==> config.mk <==
export PLATFORM = sky130hd
export DESIGN_NAME = memory_arbiter
export DESIGN_NICKNAME = d
export VERILOG_FILES = /design/src/rtl/memory_arbiter.sv
export SDC_FILE = /design/constraint.sdc
export NUM_CORES = 1
export LEC_CHECK = 0
export ABC_AREA = 1
export ABC_CLOCK_PERIOD_IN_PS = 6100
export CAP_MARGIN = 30
export CORE_AREA = 2 2 168 170
export CTS_BUF_LIST = sky130_fd_sc_hd__clkbuf_4
export DETAILED_ROUTE_END_ITERATION = 12
export DIE_AREA = 0 0 170 172
export PLACE_DENSITY = 0.72
export SLEW_MARGIN = 0
export SYNTH_ARGS = -nofsm -noshare
export SYNTH_HDL_FRONTEND = slang
export SYNTH_SLANG_ARGS = --single-unit
==> constraint.sdc <==
create_clock -name clock -period 6.1 [get_ports clock]
set_input_delay 0.915 -clock clock [delete_from_list [all_inputs] [get_ports clock]]
set_output_delay 0.915 -clock clock [all_outputs]
set_load 0.1 [all_outputs]
==> src/rtl/memory_arbiter.sv <==
// Two-port (L1I/L1D) memory front end: round-robin valid/ready arbitration, ROM/RAM/peripheral
// decode, MEM_LATENCY-cycle backing-store access and a one-cycle response pulse per request.
module memory_arbiter #(
    parameter int ROM_SIZE    = 32,
    parameter int RAM_SIZE    = 32,
    parameter int MEM_LATENCY = 2,
    parameter int PERIPH_BIT  = 31
) (
    input  logic        clock,
    input  logic        reset,
    input  logic        l1i_req_valid,
    input  logic [31:0] l1i_address,
    output logic        l1i_req_ready,
    output logic        l1i_resp_valid,
    output logic [31:0] l1i_resp_data,
    output logic        l1i_resp_error,
    input  logic        l1d_req_valid,
    input  logic        l1d_req_write,
    input  logic [31:0] l1d_address,
    input  logic [31:0] l1d_wdata,
    output logic        l1d_req_ready,
    output logic        l1d_resp_valid,
    output logic [31:0] l1d_resp_data,
    output logic        l1d_resp_error,
    output logic [31:0] rom_address,
    input  logic [31:0] rom_rdata,
    output logic [31:0] ram_address,
    output logic [31:0] ram_wdata,
    output logic        ram_write,
    input  logic [31:0] ram_rdata,
    output logic [31:0] per_address,
    output logic [31:0] per_wdata,
    output logic        per_write,
    input  logic [31:0] per_rdata
);
    localparam int CW = (MEM_LATENCY > 1) ? $clog2(MEM_LATENCY) : 1;
    localparam logic GRANT_I = 1'b0;
    localparam logic GRANT_D = 1'b1;

    typedef enum logic [1:0] {IDLE, BUSY, RESP} state_t;
    typedef enum logic [1:0] {REG_ROM, REG_RAM, REG_PER} region_t;

    state_t        state, state_nxt;
    region_t       region, dec_region;
    logic          last_grant, src, req_write;
    logic [CW-1:0] cnt;
    logic          grant_i, grant_d, sel_write, dec_err;
    logic [31:0]   sel_addr, word_idx, cap_data;
    logic          unused_addr_bits;

    assign unused_addr_bits = ^{l1i_address[1:0], l1d_address[1:0]};

    always_comb begin
        grant_i    = 1'b0;
        grant_d    = 1'b0;
        state_nxt  = state;
        if (state == IDLE) begin
            // Contention goes to whichever port did not win last time.
            grant_d = l1d_req_valid && (!l1i_req_valid || (last_grant == GRANT_I));
            grant_i = l1i_req_valid && !grant_d;
        end
        sel_addr   = grant_d ? l1d_address : l1i_address;
        sel_write  = grant_d && l1d_req_write;
        word_idx   = {2'b00, sel_addr[31:2]};
        dec_region = REG_ROM;
        dec_err    = 1'b0;
        if (sel_addr[PERIPH_BIT])
            dec_region = REG_PER;
        else if (word_idx < 32'(ROM_SIZE))
            dec_region = REG_ROM;
        else if (word_idx < 32'(ROM_SIZE + RAM_SIZE))
            dec_region = REG_RAM;
        else
            dec_err = 1'b1;
        if (sel_write && dec_region == REG_ROM)
            dec_err = 1'b1;
        case (state)
            IDLE:    if (grant_i || grant_d) state_nxt = dec_err ? RESP : BUSY;
            BUSY:    if (cnt == '0) state_nxt = RESP;
            RESP:    state_nxt = IDLE;
            default: state_nxt = IDLE;
        endcase
    end

    always_comb begin
        cap_data = '0;
        if (!req_write) begin
            case (region)
                REG_ROM: cap_data = rom_rdata;
                REG_RAM: cap_data = ram_rdata;
                REG_PER: cap_data = per_rdata;
                default: cap_data = '0;
            endcase
        end
    end

    assign l1i_req_ready  = grant_i;
    assign l1d_req_ready  = grant_d;
    assign l1i_resp_valid = (state == RESP) && (src == GRANT_I);
    assign l1d_resp_valid = (state == RESP) && (src == GRANT_D);

    always_ff @(posedge clock) begin
        if (reset) begin
            state          <= IDLE;
            last_grant     <= GRANT_I;
            src            <= GRANT_I;
            req_write      <= 1'b0;
            region         <= REG_ROM;
            cnt            <= '0;
            rom_address    <= '0;
            ram_address    <= '0;
            ram_wdata      <= '0;
            ram_write      <= 1'b0;
            per_address    <= '0;
            per_wdata      <= '0;
            per_write      <= 1'b0;
            l1i_resp_data  <= '0;
            l1i_resp_error <= 1'b0;
            l1d_resp_data  <= '0;
            l1d_resp_error <= 1'b0;
        end else begin
            state     <= state_nxt;
            ram_write <= 1'b0;
            per_write <= 1'b0;
            case (state)
                IDLE: begin
                    if (grant_i || grant_d) begin
                        last_grant <= grant_d;
                        src        <= grant_d;
                        req_write  <= sel_write;
                        region     <= dec_region;
                        cnt        <= CW'(MEM_LATENCY - 1);
                        if (dec_err) begin
                            // Decode failures answer immediately without touching any store.
                            if (grant_d) begin
                                l1d_resp_data  <= '0;
                                l1d_resp_error <= 1'b1;
                            end else begin
                                l1i_resp_data  <= '0;
                                l1i_resp_error <= 1'b1;
                            end
                        end else begin
                            case (dec_region)
                                REG_ROM: rom_address <= word_idx;
                                REG_RAM: begin
                                    ram_address <= word_idx - 32'(ROM_SIZE);
                                    ram_write   <= sel_write;
                                    if (sel_write) ram_wdata <= l1d_wdata;
                                end
                                REG_PER: begin
                                    per_address <= 32'(sel_addr[PERIPH_BIT-1:2]);
                                    per_write   <= sel_write;
                                    if (sel_write) per_wdata <= l1d_wdata;
                                end
                                default: ;
                            endcase
                        end
                    end
                end
                BUSY: begin
                    if (cnt == '0) begin
                        if (src == GRANT_D) begin
                            l1d_resp_data  <= cap_data;
                            l1d_resp_error <= 1'b0;
                        end else begin
                            l1i_resp_data  <= cap_data;
                            l1i_resp_error <= 1'b0;
                        end
                    end else begin
                        cnt <= cnt - CW'(1);
                    end
                end
                default: ;
            endcase
        end
    end
endmodule

==> metrics, run 1 <==
crit start category input port; worst slew pin tran 1.04 ns; starting DRC count in detailed routing 611; core area 0.0275 mm^2; CTS buffer count 60; Vias/cell 4.70; Non-Filler Instances 2358; # DRC 0; Yosys Warn Count 0; Final #Nets 2166; compound-gate portion of the synthesized area 9.02%; Final WS setup 1.67 ns; routed wire length 34500 um; vias in the first global route 10600; Die Footprint 0.0292 mm^2; Slew headroom 30.4%; Seq pwr share 28.6%; fmax 226 MHz; clock latency on the worst-skew pair 0.69 ns; Syn Std Cell Area 0.0102 mm^2; post_cts resized 0; Critical Path RT 5.18 ns; clock sink count 229; Final HPWL DP 24100 um; max-cap viol count 0; max-slew violation count 0; cell row count 61; post-route clock period utilization 72.6%; clk buf depth 3; CTS tree done; Routed Antenna Nets 0; fin crit period 4.43 ns; Netlist cell types 28; Yosys reg bits 229; layout cells sized above 1 7.71%; Clock transition at path regs 0.06 ns; wire length per cell 14.6 um; hold_buf cts 0; worst path arrival time 3.51 ns; cell mode on critical path clkdlybuf4s50_1; clk root buf clkbuf_4; leakage power 6.91 nW; post-synthesis xor/xnor area fraction 0%; Initial Util 37.3%; Die Y 172 um; fillers 2610; crit path capture type output port; Logic pwr share 50.1%; via count 11100; Routability Congestion 0.876; multiplexer area fraction after synthesis 0%; Seq/Total Area, Yosys 44.8%; simple-gate portion of the synthesized area 32.5%; Synth Area in Adders 0.122%; port bufs 419; Sw Pwr 3.09 mW; crit path max fanout 26; Overflow after GRT 0; initial antenna violation count 1; First-pass DRT Iterations 5; Post-CTS Repair Setup Buffers 0; clk_skew 0.0683 ns; Int Power 3.19 mW; setup violators final 0; max incr delay on CP 1.20 ns; Net Sw Frac 49.2%; Crit Path Category in -> out; Worst path top cell family by delay buffers and inverters; worst slack, placed 1.30 ns; final-report hold violation count 0; Area Overhead vs Synth 51.7%; Setup Total Neg Slack 0 ns; Avg Inst Size Synth 6.57 um^2; global-route wire length before repair 53900 um; largest net degree at the start of global routing 77; combinational family with the most area after synthesis simple AND/OR/NAND/NOR gates; pwr/cell area 404 mW/mm^2; RSZ-0062 raised after global routing no; Placed Cells 2251; Tot GR Track Use 22.8%; crit-path cells clkdlybuf4s50_1 > nand2_1 > nand2_2 > nor2_4 > buf_4 > clkdlybuf4s50_1; CP max-delay cell clkdlybuf4s50_1; WP buf/inv 3; die width 170 um; outcome finished, final reports clean; H-tree levels 2; Syn Inst Count 1558; Worst Hold Class reg -> reg; Max IR drop VDD 0.000180 V; Top Ports 429; Clk pwr share 21.3%
-- sequential cells by signal (all words and copies together) (netlist names), 2 cells and up --
signal         count
per_address       29
rom_address       30
ram_address       31
ram_wdata         32
l1i_resp_data     32
l1d_resp_data     32
region             2
per_wdata         32
state              2
-- worst paths after layout --
kind | from | to | slack [ns] | depth (start not counted)
worst max-delay path | l1i_req_valid | l1d_req_ready | 1.67 | 6
worst min-delay path | ram_address[7]$_SDFFE_PP0P_ | ram_address[7]$_SDFFE_PP0P_ | 0.44 | 2
worst max register to register | state[1]$_SDFFE_PP0P_ | ram_address[8]$_SDFFE_PP0P_ | 2.35 | 15
worst min register to register | ram_address[7]$_SDFFE_PP0P_ | ram_address[7]$_SDFFE_PP0P_ | 0.44 | 2
-- logic make-up after synthesis --
logic type               Yosys count
AND/OR/NAND/NOR                  798
other                              1
buffers and inverters            349
adder cells (fa/ha/maj)            1
flip-flops                       229
AO/OA/AOI/OAI                    180
-- power by group through the flow --
stage	Sequential [mW]	Clock, mW	Combinational [mW]
4_1_cts	1.80	1.38	3.16
5_1_grt	1.82	1.46	3.37
2_1_floorplan	3.17	0	0.998
3_5_place_dp	1.83	0	3.15
6_report	1.80	1.34	3.15
3_3_place_gp	1.82	0	3.10
-- synthesized netlist by cell type --
cell type  instances  area share (%)
nand2_1          470              17
inv_1            234             8.6
dfxtp_1          229              45
nor2_1           180             6.6
a21oi_1           94             4.6
nand4_1           75             4.6
o21ai_0           75             3.7
clkbuf_1          62             2.3
nand3_1           62             3.0
buf_2             24             1.2
inv_2             14            0.51
buf_4             10            0.73
o21ai_1            5            0.24
buf_1              4            0.15
o21ai_2            3            0.26
nand3_2            2            0.20
nand3_4            2            0.34
nor2_4             2            0.22
nor3_1             2           0.098
a2111oi_0          1           0.086
buf_6              1            0.11
conb_1             1           0.037
ha_1               1            0.12
nand2_2            1           0.061
nand2_4            1            0.11
o211a_1            1           0.098
o21a_1             1           0.073
or2_2              1           0.061
-- cells in the final DEF, fill, tap and decap left out, types with 2 or more instances in the layout --
master / instances
a21oi_1: 92
a21oi_2: 2
buf_12: 2
buf_16: 5
buf_4: 19
clkbuf_4: 88
clkdlybuf4s50_1: 418
clkinv_1: 12
clkinv_2: 2
conb_1: 5
dfxtp_1: 229
inv_1: 233
inv_2: 14
nand2_1: 470
nand3_1: 61
nand3_2: 3
nand3_4: 2
nand4_1: 75
nor2_1: 176
nor2_2: 4
nor2_4: 2
nor3_1: 2
o21ai_0: 75
o21ai_1: 5
o21ai_2: 3
-- per-stage QoR --
stage          util (%)  total power [mW]  area (um^2)  hold slack (ns)
4_1_cts            56.4              6.34        15500            0.444
3_5_place_dp       53.7              4.98        14700            0.431
6_report           56.6              6.28        15500            0.441
3_3_place_gp       53.2              4.92        14600            0.426
2_1_floorplan         -              4.17        10300            0.441
5_1_grt            56.6              6.65        15500            0.462
-- metal layers --
metal | global-route usage, % | wire length, um | share of wire [%] | vias to the layer above
met5 | 0 | 0 | 0 | -
met4 | 8.29 | 982 | 2.8 | 0
met3 | 9.00 | 3760 | 11 | 72
met2 | 38.6 | 15900 | 46 | 466
met1 | 26.0 | 13800 | 40 | 4926
li1 | - | - | - | 5623
-- worst register-to-register path, stage by stage, from the launching register on --
cell and delay (ns):
dfxtp_1 0.37, nor2_4 0.38, nand3_2 0.40, buf_4 0.34, nand2_1 0.08, nand2_1 0.11, nor2_1 0.12, nand2_1 0.09
nor2_1 0.12, nand2_1 0.06, nor2_1 0.18, nand2_1 0.11, nor2_1 0.61, o21ai_1 0.25, nand2_1 0.36, a21oi_1 0.08
-- cell type report --
class | count | area (um^2) | share of cell area (%)
flip-flops and latches | 229 | 4580 | 29.5
clock inverters | 17 | 101 | 0.652
well taps | 346 | 433 | 2.79
repair buffers | 445 | 4510 | 29.0
multi-input cells | 984 | 4310 | 27.8
clock buffers | 88 | 661 | 4.25
diodes | 1 | 2.50 | 0.0161
inverters | 248 | 933 | 6.01
Note: power is estimated with default switching activity, not from simulation.
==> run 2: changes to the inputs <==
--- a/config.mk
+++ b/config.mk
@@ -6,13 +6,13 @@
 export NUM_CORES = 1
 export LEC_CHECK = 0
 export ABC_AREA = 1
-export ABC_CLOCK_PERIOD_IN_PS = 6100
+export ABC_CLOCK_PERIOD_IN_PS = 3760
 export CAP_MARGIN = 30
 export CORE_AREA = 2 2 168 170
 export CTS_BUF_LIST = sky130_fd_sc_hd__clkbuf_4
 export DETAILED_ROUTE_END_ITERATION = 12
 export DIE_AREA = 0 0 170 172
-export PLACE_DENSITY = 0.72
+export PLACE_DENSITY = 0.74
 export SLEW_MARGIN = 0
 export SYNTH_ARGS = -nofsm -noshare
 export SYNTH_HDL_FRONTEND = slang
==> constraint.sdc (replaced) <==
create_clock -name clock -period 3.76 [get_ports clock]
set_input_delay 0.564 -clock clock [delete_from_list [all_inputs] [get_ports clock]]
set_output_delay 0.564 -clock clock [all_outputs]
set_load 0.1 [all_outputs]
==> run 2 against run 1 <==
  * Total power is 63% higher
  * Flip-flop and latch count is the same
  * Highest routed layer unchanged
  * Cell area up 0.94%
  * Critical path type is now reg -> reg
  * Clock skew down 0.044 ns
==> metrics, run 2 (synthesized netlist as in run 1, its figures left out) <==
crit path capture type flop; H-tree levels 2 (unchanged); clock sink count 229 (unchanged); First-pass DRT Iterations 5 (unchanged); CTS buffer count 61 (+1.7%); die width 170 um (unchanged); via count 11100 (+0.51%); Area Overhead vs Synth 53.2%; wire length per cell 14.9 um (+2.0%); Die Y 172 um (unchanged); Final #Nets 2178 (+0.55%); max incr delay on CP 0.46 ns (-0.74 ns); clk root buf clkbuf_4; CTS tree done; layout cells sized above 1 8.42% (+0.71 points); RSZ-0062 raised after global routing no; crit-path cells nand2_1 > nand3_2 > buf_4 > nand2_1 > o21ai_2 > ha_1 > inv_1 > nor2_1 > nand3_1 > nor2_1 > nand2_1 > nand2_1 > nand3_2 > nand2_4 > buf_12 > nand4_1 > nand2_1 > nor2_1; pwr/cell area 652 mW/mm^2 (+61%); Seq. cell area 0.00458 mm^2 (unchanged); Top Ports 429 (unchanged); Tot GR Track Use 22.9% (+0.17 points); Initial Util 37.3% (unchanged); crit start category flop; post-route clock period utilization 84.4%; Slew headroom 29.7% (-0.71 points); setup violators final 0 (unchanged); Post-CTS Repair Setup Buffers 0 (unchanged); vias in the first global route 10700 (+0.84%); Critical Path RT 4.33 ns (-0.85 ns); hold_buf cts 0 (unchanged); Clock transition at path regs 0.06 ns (about the same); Worst Hold Class in -> reg; CP max-delay cell dfxtp_1; port bufs 419 (unchanged); fillers 2569 (-1.6%); outcome finished, final reports clean; worst path arrival time 3.74 ns (+0.23 ns); Die Footprint 0.0292 mm^2 (unchanged); # DRC 0 (unchanged); crit path max fanout 38 (+46%); commonest non-fill, non-tap cell in the layout nand2_1; post_cts resized 0 (unchanged); largest net degree at the start of global routing 70 (-9.1%); clock latency on the worst-skew pair 0.70 ns (about the same); clk_skew 0.0248 ns (-0.0435 ns); Routed Antenna Nets 0 (unchanged); max-slew violation count 0 (unchanged); Final HPWL DP 24900 um (+3.0%); core area 0.0275 mm^2 (unchanged); leakage power 7.00 nW (+1.3%); initial antenna violation count 1 (unchanged); cell row count 61 (unchanged); Vias/cell 4.71 (+0.12%); clk buf depth 3 (unchanged); worst slew pin tran 1.05 ns (+0.0106 ns); final-report hold violation count 0 (unchanged); cell mode on critical path nand2_1; Setup Total Neg Slack 0 ns (unchanged); max-cap viol count 0 (unchanged); global-route wire length before repair 53600 um (-0.50%); Routability Congestion 0.890 (+1.6%); Max IR drop VDD 0.000301 V (+67%); commonest cells after routing, fill and taps aside nand2_1 (470), clkdlybuf4s50_1 (414), inv_1 (233); fin crit period 3.17 ns; Overflow after GRT 0 (unchanged); routed wire length 35300 um (+2.4%); starting DRC count in detailed routing 646 (+5.7%); Crit Path Category reg -> reg; fmax 315 MHz; Final Power 10.2 mW (+63%); Multi-input gate area 0.00433 mm^2 (+0.35%)
[run 2: worst paths after layout]
check,endpoint,depth (start not counted),slack [ns],start
setup / recovery,l1d_resp_data[0]$_SDFFE_PP0P_,18,0.59,src$_SDFFE_PP0P_
hold / removal,rom_address[2]$_SDFFE_PP0P_,4,0.41,reset
setup reg to reg,l1d_resp_data[0]$_SDFFE_PP0P_,18,0.59,src$_SDFFE_PP0P_
hold reg to reg,ram_address[9]$_SDFFE_PP0P_,2,0.44,ram_address[9]$_SDFFE_PP0P_
[run 2: stage by stage]
stage | hold WS, ns | utilization, % | instance area [um^2] | worst slack (ns) | std cells
final | 0.412 | 57.1 | 15700 | 0.585 | 2367
after global routing | 0.367 | 57.1 | 15700 | 0.324 | 2367
after floorplan | 0.441 | - | 10300 | 0.186 | 1562
after CTS | 0.350 | 57.1 | 15700 | 0.628 | 2366
after detailed placement | 0.429 | 54.4 | 14900 | 0.0892 | 2263
after global placement | 0.424 | 54.1 | 14900 | 0.177 | 2260
[run 2: worst max-delay path, delay by kind of cell (launching register included)]
family,cells,cell delay (ns)
simple gates,13,1.81
buf+inv,3,0.50
flops,1,0.46
fa+ha+maj,1,0.17
compound gates,1,0.08
[run 2: metal layers]
| layer | global-route usage [%] | vias to the layer above | part of all wire, % |
|---|---|---|---|
| li1 | - | 5663 | - |
| met1 | 25.2 | 4909 | 39 |
| met2 | 39.4 | 489 | 46 |
| met3 | 9.32 | 82 | 11 |
| met4 | 9.62 | 0 | 3.3 |
| met5 | 0 | - | 0 |
[run 2: report_power, final]
part | total [mW] | switching (mW) | internal, mW
combinational | 5.18 | 3.84 | 1.35
clock | 2.12 | 1.03 | 1.09
sequential | 2.93 | 0.177 | 2.75
total | 10.2 | 5.04 | 5.18
[run 2: area by class of cell]
| cell class | instances | area share [%] |
|---|---|---|
| Antenna cell | 1 | 0.0160 |
| Clock buffer | 90 | 4.31 |
| Clock inverter | 13 | 0.383 |
| Inverter | 248 | 5.95 |
| Multi-Input combinational cell | 984 | 27.6 |
| Sequential cell | 229 | 29.2 |
| Tap cell | 346 | 2.76 |
| Timing Repair Buffer | 456 | 29.8 |
==> run 3: changes to the inputs <==
--- a/config.mk
+++ b/config.mk
@@ -6,13 +6,13 @@
 export NUM_CORES = 1
 export LEC_CHECK = 0
 export ABC_AREA = 1
-export ABC_CLOCK_PERIOD_IN_PS = 3760
+export ABC_CLOCK_PERIOD_IN_PS = 3260
 export CAP_MARGIN = 30
 export CORE_AREA = 2 2 168 170
 export CTS_BUF_LIST = sky130_fd_sc_hd__clkbuf_4
 export DETAILED_ROUTE_END_ITERATION = 12
 export DIE_AREA = 0 0 170 172
-export PLACE_DENSITY = 0.74
+export PLACE_DENSITY = 0.72
 export SLEW_MARGIN = 0
 export SYNTH_ARGS = -nofsm -noshare
 export SYNTH_HDL_FRONTEND = slang
==> constraint.sdc (replaced) <==
create_clock -name clock -period 3.26 [get_ports clock]
set_input_delay 0.489 -clock clock [delete_from_list [all_inputs] [get_ports clock]]
set_output_delay 0.489 -clock clock [all_outputs]
set_load 0.1 [all_outputs]
==> run 3 against run 2 <==
  * Count of clock-buffer cells in the layout unchanged
  * Clock power grew 18%
  * Total power is 17% higher
  * Final cell count rose by 1.2%
  * Sequential power is 15% higher
  * Largest power group unchanged
==> metrics, run 3 (synthesized netlist as in run 1, its figures left out) <==
die width 170 um (unchanged); CTS buffer count 61 (unchanged); First-pass DRT Iterations 5 (unchanged); Routed Antenna Nets 0 (unchanged); Logic pwr share 50.7% (about the same); worst path arrival time 3.37 ns (-0.37 ns); CTS tree done; H-tree levels 2 (unchanged); Die Footprint 0.0292 mm^2 (unchanged); Top Ports 429 (unchanged); worst r2r path cells 19 (+1); setup violators final 0 (unchanged); worst hold slack 0.385 ns (-0.0270 ns); Initial Util 37.3% (unchanged); port bufs 419 (unchanged); Setup Total Neg Slack 0 ns (unchanged); Int Power 6.10 mW (+18%); Area Overhead vs Synth 54.2%; hold_buf cts 0 (unchanged); final non-filler cell area 0.0158 mm^2 (+0.69%); Hold Path Depth 4 (unchanged); metal2 WL 16900 um (+3.4%); routed wire length 35900 um (+1.8%); pwr/cell area 755 mW/mm^2 (+16%); Placed Cells 2290 (+1.2%); Hold Path End rom_address[19]$_SDFFE_PP0P_; Routability Congestion 0.878 (-1.4%); Top Layer Used met4; Clk pwr share 21.0% (+0.3 points); post_cts resized 0 (unchanged); Metal-1 WL 14000 um (+0.83%); commonest non-fill, non-tap cell in the layout nand2_1; max-slew violation count 0 (unchanged); # DRC 0 (unchanged); initial antenna violation count 2 (+1); largest net degree at the start of global routing 73 (+4.3%); Sw Pwr 5.83 mW (+16%); Slew headroom 31.1% (+1.5 points); clk root buf clkbuf_4; reg2reg setup slack 0.47 ns (-0.11 ns); Critical Path RT 3.85 ns (-0.48 ns); crit path capture type flop; Overflow after GRT 0 (unchanged); clk buf depth 3 (unchanged); via count 11300 (+0.99%); Crit Path Category reg -> reg; Non-Filler Instances 2395 (+1.2%); worst hold start reset; Final HPWL DP 25600 um (+3.0%); R2R Path End l1d_resp_data[24]$_SDFFE_PP0P_; vias in the first global route 11000 (+2.7%); Die Y 172 um (unchanged); clock sink count 229 (unchanged); final-report hold violation count 0 (unchanged); RSZ-0062 raised after global routing no; Reg-to-Reg Start src$_SDFFE_PP0P_; Post-CTS Repair Setup Buffers 0 (unchanged); fmax 359 MHz (+14%); Final Power 11.9 mW (+17%); worst slew pin tran 1.03 ns (-0.0221 ns); Seq pwr share 28.3% (-0.3 points); Net Sw Frac 48.9% (-0.45 points); fin crit period 2.79 ns (-0.388 ns); global-route wire length before repair 55100 um (+2.8%); Vias/cell 4.70 (-0.19%); Final #Nets 2206 (+1.3%); layout cells sized above 1 12.9% (+4.5 points); clk_skew 0.0299 ns (+0.00512 ns); crit path max fanout 18 (-53%); starting DRC count in detailed routing 682 (+5.6%); Post-Place Cell Area 0.0150 mm^2 (+0.40%); post-route clock period utilization 85.5% (+1.0 points); clock latency on the worst-skew pair 0.69 ns (about the same); Clock transition at path regs 0.07 ns (about the same); core area 0.0275 mm^2 (unchanged); Max IR drop VDD 0.000374 V (+24%); commonest cells after routing, fill and taps aside nand2_1 (470), clkdlybuf4s50_1 (351), inv_1 (233); cell row count 61 (unchanged); routed wl met3 3690 um (-5.4%); max-cap viol count 0 (unchanged); crit start category flop; wire length per cell 15.0 um (+0.58%); Worst Hold Class in -> reg; outcome finished, final reports clean; leakage power 7.28 nW (+4.0%); Tot GR Track Use 23.5% (+0.55 points)
run 3: metal layers:
layer  vias up  GRT usage, %
li1       5708             -
met1      5023          25.5
met2       435          40.8
met3        87          9.22
met4         0          10.3
met5         -             0
run 3: cell type report:
type,instances,area [um^2]
fillers,2582,11700
repair buffers,484,4770
flip-flops and latches,229,4580
multi-input cells,984,4320
inverters,248,933
clock buffers,90,676
well taps,346,433
clock inverters,12,78.8
diodes,2,5.00
run 3: power by group through the flow:
stage               registers [mW]  clock network [mW]  logic [mW]
global placement              3.42                   0        6.01
finish                        3.38                2.50        6.04
global route                  3.42                2.72        6.44
detailed placement            3.44                   0        6.04
floorplan                     5.93                   0        1.87
CTS                           3.38                2.59        6.06
run 3: worst max-delay path by stage:
stage | startpoint | to | slack, ns | depth (start not counted)
floorplan | l1i_req_valid | l1i_resp_data[15]$_SDFFE_PP0P_ | 0.25 | 20
global placement | l1i_req_valid | l1d_resp_data[9]$_SDFFE_PP0P_ | -0.06 | 19
detailed placement | l1i_req_valid | l1d_resp_data[7]$_SDFFE_PP0P_ | -0.07 | 20
CTS | src$_SDFFE_PP0P_ | l1d_resp_data[24]$_SDFFE_PP0P_ | 0.45 | 19
global route | src$_SDFFE_PP0P_ | l1d_resp_data[24]$_SDFFE_PP0P_ | 0.11 | 19
finish | src$_SDFFE_PP0P_ | l1d_resp_data[24]$_SDFFE_PP0P_ | 0.47 | 19
run 3: critical path, stage by stage, from the launching register on:
cell     delay [ns]
dfxtp_1        0.44
nand2_1        0.15
nand2_2        0.12
nor2_4         0.05
or2_2          0.26
o21ai_0        0.11
ha_1           0.19
inv_1          0.04
nor2_1         0.09
nand3_1        0.07
nor2_1         0.16
nand2_1        0.09
nand2_1        0.10
nand3_2        0.11
nand2_4        0.18
nand3_4        0.13
buf_12         0.21
nand2_1        0.06
inv_1          0.03
nor2_1         0.10
run 3: metrics by stage:
step	utilization [%]	setup WS [ns]
after floorplan	-	0.253
after detailed placement	54.6	-0.0697
after CTS	57.4	0.452
after global routing	57.5	0.110
after global placement	54.5	-0.0639
final	57.5	0.474
